==> config.mk <==
export PLATFORM = sky130hd
export DESIGN_NAME = temp_threshold_gen
export DESIGN_NICKNAME = d
export VERILOG_FILES = /design/src/rtl/temp_pkg.sv /design/src/rtl/temp_level_quant.sv /design/src/rtl/temp_threshold_gen.sv
export SDC_FILE = /design/constraint.sdc
export NUM_CORES = 1
export LEC_CHECK = 0
export ABC_AREA = 1
export CAP_MARGIN = 20
export CORE_MARGIN = 2
export CORE_UTILIZATION = 30
export CTS_BUF_LIST = sky130_fd_sc_hd__clkbuf_8
export DETAILED_ROUTE_END_ITERATION = 8
export GPL_ROUTABILITY_DRIVEN = 0
export GPL_TIMING_DRIVEN = 0
export HOLD_SLACK_MARGIN = 0.06
export MAX_ROUTING_LAYER = met4
export PLACE_DENSITY = 0.55
export SKIP_CTS_REPAIR_TIMING = 1
export SLEW_MARGIN = 10
export SYNTH_ARGS = -nofsm -noshare
export SYNTH_HDL_FRONTEND = slang
export SYNTH_SLANG_ARGS = --single-unit
==> constraint.sdc <==
create_clock -name clk -period 1.8 [get_ports clk]
set_clock_uncertainty 0.1 [all_clocks]
set_input_delay 0.36 -clock clk [delete_from_list [all_inputs] [get_ports clk]]
set_output_delay 0.36 -clock clk [all_outputs]
set_load 0.02 [all_outputs]
==> src/rtl/temp_pkg.sv <==
// -----------------------------------------------------------------------------
// temp_pkg
// Shared definitions for the temperature-threshold flag producer.
//   - level_t and the level codes LVL_NONE..LVL_CORP. The encoding matches the
//     alarm FSM state codes, so a committed level maps 1:1 onto an FSM state.
//   - Default threshold, hysteresis, debounce and timeout constants.
//   - min_level(): smaller of two level codes.
// -----------------------------------------------------------------------------
package temp_pkg;

    typedef logic [2:0] level_t;

    localparam level_t LVL_NONE = 3'd0;
    localparam level_t LVL_25   = 3'd1;
    localparam level_t LVL_27   = 3'd2;
    localparam level_t LVL_30   = 3'd3;
    localparam level_t LVL_CORP = 3'd4;

    localparam int unsigned T25_DEF         = 25;
    localparam int unsigned T27_DEF         = 27;
    localparam int unsigned T30_DEF         = 30;
    localparam int unsigned TCORP_DEF       = 37;
    localparam int unsigned HYST_DEF        = 1;
    localparam int unsigned DEB_COUNT_DEF   = 3;
    localparam int unsigned TIMEOUT_CYC_DEF = 50000000;

    function automatic level_t min_level(input level_t a, input level_t b);
        return (a < b) ? a : b;
    endfunction

endpackage : temp_pkg

==> src/rtl/temp_level_quant.sv <==
// -----------------------------------------------------------------------------
// temp_level_quant
// Combinational quantizer: maps an unsigned DW+1-bit temperature onto a level
// code. The extra bit lets the caller present T+HYST without wrapping.
//   value_i  in  DW+1  temperature in degrees C
//   level_o  out 3     0 below T25, 1 below T27, 2 below T30, 3 below TCORP,
//                      otherwise 4
// Thresholds must be strictly increasing.
// -----------------------------------------------------------------------------
module temp_level_quant
    import temp_pkg::*;
#(
    parameter int unsigned DW    = 8,
    parameter int unsigned T25   = T25_DEF,
    parameter int unsigned T27   = T27_DEF,
    parameter int unsigned T30   = T30_DEF,
    parameter int unsigned TCORP = TCORP_DEF
) (
    input  logic [DW:0] value_i,
    output level_t      level_o
);

    localparam logic [DW:0] TH_25   = T25[DW:0];
    localparam logic [DW:0] TH_27   = T27[DW:0];
    localparam logic [DW:0] TH_30   = T30[DW:0];
    localparam logic [DW:0] TH_CORP = TCORP[DW:0];

    // NOTE: every path of the if/else chain assigns level_o, so no latch can be
    // inferred; any always_comb output must be written on all paths.
    always_comb begin
        if (value_i < TH_25) begin
            level_o = LVL_NONE;
        end else if (value_i < TH_27) begin
            level_o = LVL_25;
        end else if (value_i < TH_30) begin
            level_o = LVL_27;
        end else if (value_i < TH_CORP) begin
            level_o = LVL_30;
        end else begin
            level_o = LVL_CORP;
        end
    end

endmodule : temp_level_quant

==> src/rtl/temp_threshold_gen.sv <==
// -----------------------------------------------------------------------------
// temp_threshold_gen
// Turns sampled sensor temperatures into debounced one-hot threshold flags for
// the alarm FSM. A sensor that goes silent for TIMEOUT_CYC clocks forces the
// level back to 0 and raises sensor_fault.
//
// Ports
//   clk           in   1   system clock
//   reset         in   1   asynchronous, active-low reset
//   temp_data     in   DW  sensor temperature, unsigned degrees C
//   temp_valid    in   1   one-cycle strobe, temp_data sampled when high
//   t_25..t_corp  out  1   registered one-hot decode of the committed level
//   level         out  3   committed level code 0..4
//   sensor_fault  out  1   set on timeout, cleared by the next temp_valid
//
// Build option
//   TEMP_HYST_EN  when defined, a falling reading must also be lower by HYST
//                 before it can pull the level down. When undefined the
//                 candidate level is simply q(temp_data) and HYST is unused.
// -----------------------------------------------------------------------------
module temp_threshold_gen
    import temp_pkg::*;
#(
    parameter int unsigned DW          = 8,
    parameter int unsigned T25         = T25_DEF,
    parameter int unsigned T27         = T27_DEF,
    parameter int unsigned T30         = T30_DEF,
    parameter int unsigned TCORP       = TCORP_DEF,
    parameter int unsigned HYST        = HYST_DEF,
    parameter int unsigned DEB_COUNT   = DEB_COUNT_DEF,
    parameter int unsigned TIMEOUT_CYC = TIMEOUT_CYC_DEF
) (
    input  logic          clk,
    input  logic          reset,
    input  logic [DW-1:0] temp_data,
    input  logic          temp_valid,
    output logic          t_25,
    output logic          t_27,
    output logic          t_30,
    output logic          t_corp,
    output level_t        level,
    output logic          sensor_fault
);

    if (DEB_COUNT < 1 || TIMEOUT_CYC < 1 || HYST >= (64'd1 << DW) ||
        !(T25 < T27 && T27 < T30 && T30 < TCORP)) begin : g_bad_params
        $error("temp_threshold_gen: illegal parameter set");
    end

    localparam int unsigned DEB_W = $clog2(DEB_COUNT + 1);
    localparam int unsigned TMO_W = $clog2(TIMEOUT_CYC + 1);

    localparam int unsigned ONE_I      = 1;
    localparam int unsigned TMO_LAST_I = TIMEOUT_CYC - 1;

    localparam logic [DEB_W-1:0] DEB_ONE  = ONE_I[DEB_W-1:0];
    localparam logic [DEB_W-1:0] DEB_MAX  = DEB_COUNT[DEB_W-1:0];
    localparam logic [TMO_W-1:0] TMO_ONE  = ONE_I[TMO_W-1:0];
    localparam logic [TMO_W-1:0] TMO_LAST = TMO_LAST_I[TMO_W-1:0];
    localparam logic [TMO_W-1:0] TMO_SAT  = TIMEOUT_CYC[TMO_W-1:0];

    level_t           level_q, level_d;
    level_t           pend_q, pend_d;
    logic [DEB_W-1:0] cnt_q, cnt_d;
    logic [TMO_W-1:0] tmo_q, tmo_d;
    logic             fault_q, fault_d;
    logic             t25_q, t27_q, t30_q, tcorp_q;

    // ---------------------------------------------------------------- candidate
    logic [DW:0] temp_ext;
    level_t      q_raw;
    level_t      cand;

    assign temp_ext = {1'b0, temp_data};

    temp_level_quant #(
        .DW(DW), .T25(T25), .T27(T27), .T30(T30), .TCORP(TCORP)
    ) u_quant_raw (
        .value_i (temp_ext),
        .level_o (q_raw)
    );

`ifdef TEMP_HYST_EN
    localparam logic [DW:0] HYST_W = HYST[DW:0];

    logic [DW:0] temp_hyst;
    level_t      q_hyst;

    // One extra bit keeps T+HYST from wrapping at the top of the sensor range.
    assign temp_hyst = temp_ext + HYST_W;

    temp_level_quant #(
        .DW(DW), .T25(T25), .T27(T27), .T30(T30), .TCORP(TCORP)
    ) u_quant_hyst (
        .value_i (temp_hyst),
        .level_o (q_hyst)
    );

    // Rising readings take effect at face value; a falling reading only counts
    // once it is below the threshold by HYST, and never raises the level.
    assign cand = (q_raw >= level_q) ? q_raw : min_level(level_q, q_hyst);
`else
    assign cand = q_raw;
`endif

    // ------------------------------------------------------- debounce / timeout
    always_comb begin
        level_d = level_q;
        pend_d  = pend_q;
        cnt_d   = cnt_q;
        tmo_d   = tmo_q;
        fault_d = fault_q;

        if (temp_valid) begin
            // A valid sample always wins over a coincident timeout expiry.
            tmo_d   = '0;
            fault_d = 1'b0;
            if (cand == level_q) begin
                cnt_d = '0;
            end else if (cand != pend_q) begin
                pend_d = cand;
                cnt_d  = DEB_ONE;
            end else begin
                cnt_d = cnt_q + DEB_ONE;
            end
            if (cnt_d == DEB_MAX) begin
                level_d = pend_d;
                cnt_d   = '0;
            end
        end else if (tmo_q == TMO_LAST) begin
            level_d = LVL_NONE;
            pend_d  = LVL_NONE;
            cnt_d   = '0;
            tmo_d   = TMO_SAT;
            fault_d = 1'b1;
        end else if (tmo_q != TMO_SAT) begin
            tmo_d = tmo_q + TMO_ONE;
        end
    end

    // NOTE: all state here is plain flops, so every register (counters
    // included) gets an async reset value; there is no memory array to exempt.
    always_ff @(posedge clk or negedge reset) begin
        if (!reset) begin
            level_q <= LVL_NONE;
            pend_q  <= LVL_NONE;
            cnt_q   <= '0;
            tmo_q   <= '0;
            fault_q <= 1'b0;
            t25_q   <= 1'b0;
            t27_q   <= 1'b0;
            t30_q   <= 1'b0;
            tcorp_q <= 1'b0;
        end else begin
            // NOTE: non-blocking assignments so every flop samples the
            // pre-edge values computed above, independent of statement order.
            level_q <= level_d;
            pend_q  <= pend_d;
            cnt_q   <= cnt_d;
            tmo_q   <= tmo_d;
            fault_q <= fault_d;
            // Flags decode level_d so they change on the same edge as level.
            t25_q   <= (level_d == LVL_25);
            t27_q   <= (level_d == LVL_27);
            t30_q   <= (level_d == LVL_30);
            tcorp_q <= (level_d == LVL_CORP);
        end
    end

    assign level        = level_q;
    assign sensor_fault = fault_q;
    assign t_25         = t25_q;
    assign t_27         = t27_q;
    assign t_30         = t30_q;
    assign t_corp       = tcorp_q;

endmodule : temp_threshold_gen

==> impl_metrics.env <==
export IMPL_final_hold_viol_count=0
export IMPL_setup_violations=32
export IMPL_die_x_um=94.0
export IMPL_path_max_fanout=3
export IMPL_crit_top_cell="nor2_4"
export IMPL_max_slew_margin_rel_pct=70.5
export IMPL_ys_types=41
export IMPL_grt_setup_unrepaired="yes"
export IMPL_placed_area_um2=2820
export IMPL_fin_ws_ps=-357
export IMPL_tns_ps=-6930
export IMPL_timing_final_crit_period_ps=2160
export IMPL_overflow=0
export IMPL_ant_nets=0
export IMPL_cts_sinks=39
export IMPL_cts_root_buf="clkbuf_8"
export IMPL_syn_nets=338
export IMPL_cp_arrival_ps=2290
export IMPL_path_class="reg2reg"
export IMPL_final_cell_mix="nand2_1, inv_1, dfrtp_1"
export IMPL_yosysWarnings=0
export IMPL_grt_pass1_wl_mm=9.39
export IMPL_status="finished with violations"
export IMPL_worst_pin_slew_ps=443
export IMPL_dr_pass1_iters=6
export IMPL_cp_cell_sequence="buf_6 > nand2_4 > nor2_4 > nand2_2 > nor2_4 > nand2_4 > nor3_4 > inv_2 > nor2_4 > inv_2 > nor2_4 > nand4_2 > or2_0 > a21oi_1"
export IMPL_layout_nets=394
export IMPL_cp_start_kind="flip-flop"
export IMPL_end_kind="flip-flop"
export IMPL_hold_ws_ps=430
export IMPL_cts_buffers=5
export IMPL_dr_total_vias=2327
export IMPL_io_buffers=18
export IMPL_crit_required_ps=1930
export IMPL_violations="setup timing"
export IMPL_syn_inst=325
export IMPL_cp_slowest_cell="dfrtp_1"
export IMPL_antenna_found_initial=0
export IMPL_drv_cap=0
export IMPL_grt_max_degree=24
export IMPL_fin_cells=484
export IMPL_fmax_mhz=464
export IMPL_die_area_um2=8830
export IMPL_hold_path_class="in2async"
export IMPL_period_share_pct=120
export IMPL_nFillCells=756
export IMPL_die_y_um=94.0
export IMPL_grt_pass1_vias=2018
export IMPL_cpLargestDelayFamily="simple AND/OR/NAND/NOR gates"
export IMPL_placed_cells=446
export IMPL_clk_latency_ps=310
export IMPL_viasPerCell=4.81
export IMPL_p_leak_uw=0.00163
export IMPL_drtIter0Drc=110
export IMPL_route_detailed_drc=0
export IMPL_clkTransAtPathRegs_ps=80
export IMPL_netlist_area_um2=2430
export IMPL_final_common_cell="nand2_1"
export IMPL_synth_flop_cell="dfrtp_1"
export IMPL_start_util_pct=31.2
export IMPL_synth_seq_cells=39
export IMPL_synth_avg_cell_area_um2=7.47
export IMPL_finish_instance_area_um2=3470
export IMPL_ioPinCount=19
export IMPL_drive_above_1_share_pct=38.0
export IMPL_synth_edf_count=0
export IMPL_area_growth_syn_to_layout_pct=42.9
export IMPL_totalWireLength_mm=6.18
export IMPL_max_stage_delay_ps=390
export IMPL_num_rows=32
export IMPL_slew_violations=0
export IMPL_grt_util_all_layers_pct=13.9
export IMPL_fin_util_pct=44.7
export IMPL_wl_per_cell_um=12.8
export IMPL_cellPowerDensity_nw_per_um2=589
export IMPL_htree_levels=2
export IMPL_clock_path_buffers=2
export IMPL_dp_hpwl_mm=4.29
export IMPL_cts_tree="yes"
export IMPL_ir_worst_vdd_mv=0.248
export IMPL_synth_seq_area_share_pct=40.2
export IMPL_n_antenna_cell=0
export IMPL_synthArstFlopShare_pct=100
export IMPL_crit_buf_inv=3
export IMPL_core_um2=7770
metrics by stage:
stage / setup WS [ps] / total power [µW]
floorplan: -113 / 1210
global route: -485 / 2140
finish: -357 / 2040
detailed placement: -915 / 1340
global placement: -903 / 1330
CTS: -593 / 1970
layer usage:
metal / vias to the layer above / global-route usage [%] / routed length (µm)
li1: 1160 / - / -
met1: 1106 / 18.7 / 2880
met2: 54 / 21.3 / 2980
met3: 7 / 2.01 / 257
met4: 0 / 5.31 / 68
met5: - / - / 0
final cells by class:
cell class	instances	area [µm²]	share of cell area (%)
buffer	3	25.0	0.721
clock inverter	3	20.0	0.577
clock buffer	5	68.8	1.98
sequential	39	977	28.2
timing repair buffer	49	483	13.9
tap	102	128	3.68
inverter	58	240	6.93
multi-input combinational	225	1530	44.0
power breakdown:
part	total [µW]	switching (µW)	internal, µW
combinational	472	280	193
clock	618	348	270
sequential	953	36.9	916
total	2040	664	1380
logic make-up after synthesis:
kind of cell             count (synthesis)  share of synthesized area [%]
flip-flops                              39                           40.2
AND/OR/NAND/NOR                        183                           38.3
adder cells (fa/ha/maj)                  2                           1.03
XOR/XNOR                                 8                           2.89
buffers and inverters                   61                           9.74
AO/OA/AOI/OAI                           32                           7.84
cells in the mapped netlist (2+ instances only):
library cell | count | area share [%]
inv_2 | 7 | 1.1
a211oi_1 | 2 | 0.62
nand4_2 | 2 | 1.0
nand2_2 | 10 | 2.6
nor3b_1 | 2 | 0.62
nor3_2 | 2 | 0.82
nor2_2 | 4 | 1.0
nor3_1 | 9 | 1.9
o21ai_0 | 6 | 1.2
nand3_1 | 21 | 4.3
a21oi_1 | 15 | 3.1
o21ai_1 | 2 | 0.41
xor2_1 | 5 | 1.8
nor2_4 | 5 | 2.3
or2_2 | 2 | 0.52
ha_1 | 2 | 1.0
nor2_1 | 33 | 5.1
or2_0 | 2 | 0.52
inv_1 | 50 | 7.7
nand2_1 | 69 | 11
nand4_1 | 12 | 3.1
dfrtp_1 | 39 | 40
nor4_1 | 3 | 0.77
nand2_4 | 2 | 0.93
xnor2_1 | 3 | 1.1
registers in the layout, summed over array words and instances (netlist names):
signal        count
tmo_q            26
level             3
pend_q            3
cnt_q             2
sensor_fault      1
t_25              1
t_27              1
t_30              1
t_corp            1
worst paths after layout:
check / start / endpoint / slack, ps / cells after the start
max reg2reg: tmo_q[1] / tmo_q[21] / -360 / 14
max in group asynchronous: reset / tmo_q[13] / 690 / 3
min in group clk: sensor_fault / sensor_fault / 440 / 2
max: tmo_q[1] / tmo_q[21] / -360 / 14
min: reset / tmo_q[21] / 430 / 2
min reg2reg: sensor_fault / sensor_fault / 440 / 2
(Power assumes the default switching activity.)
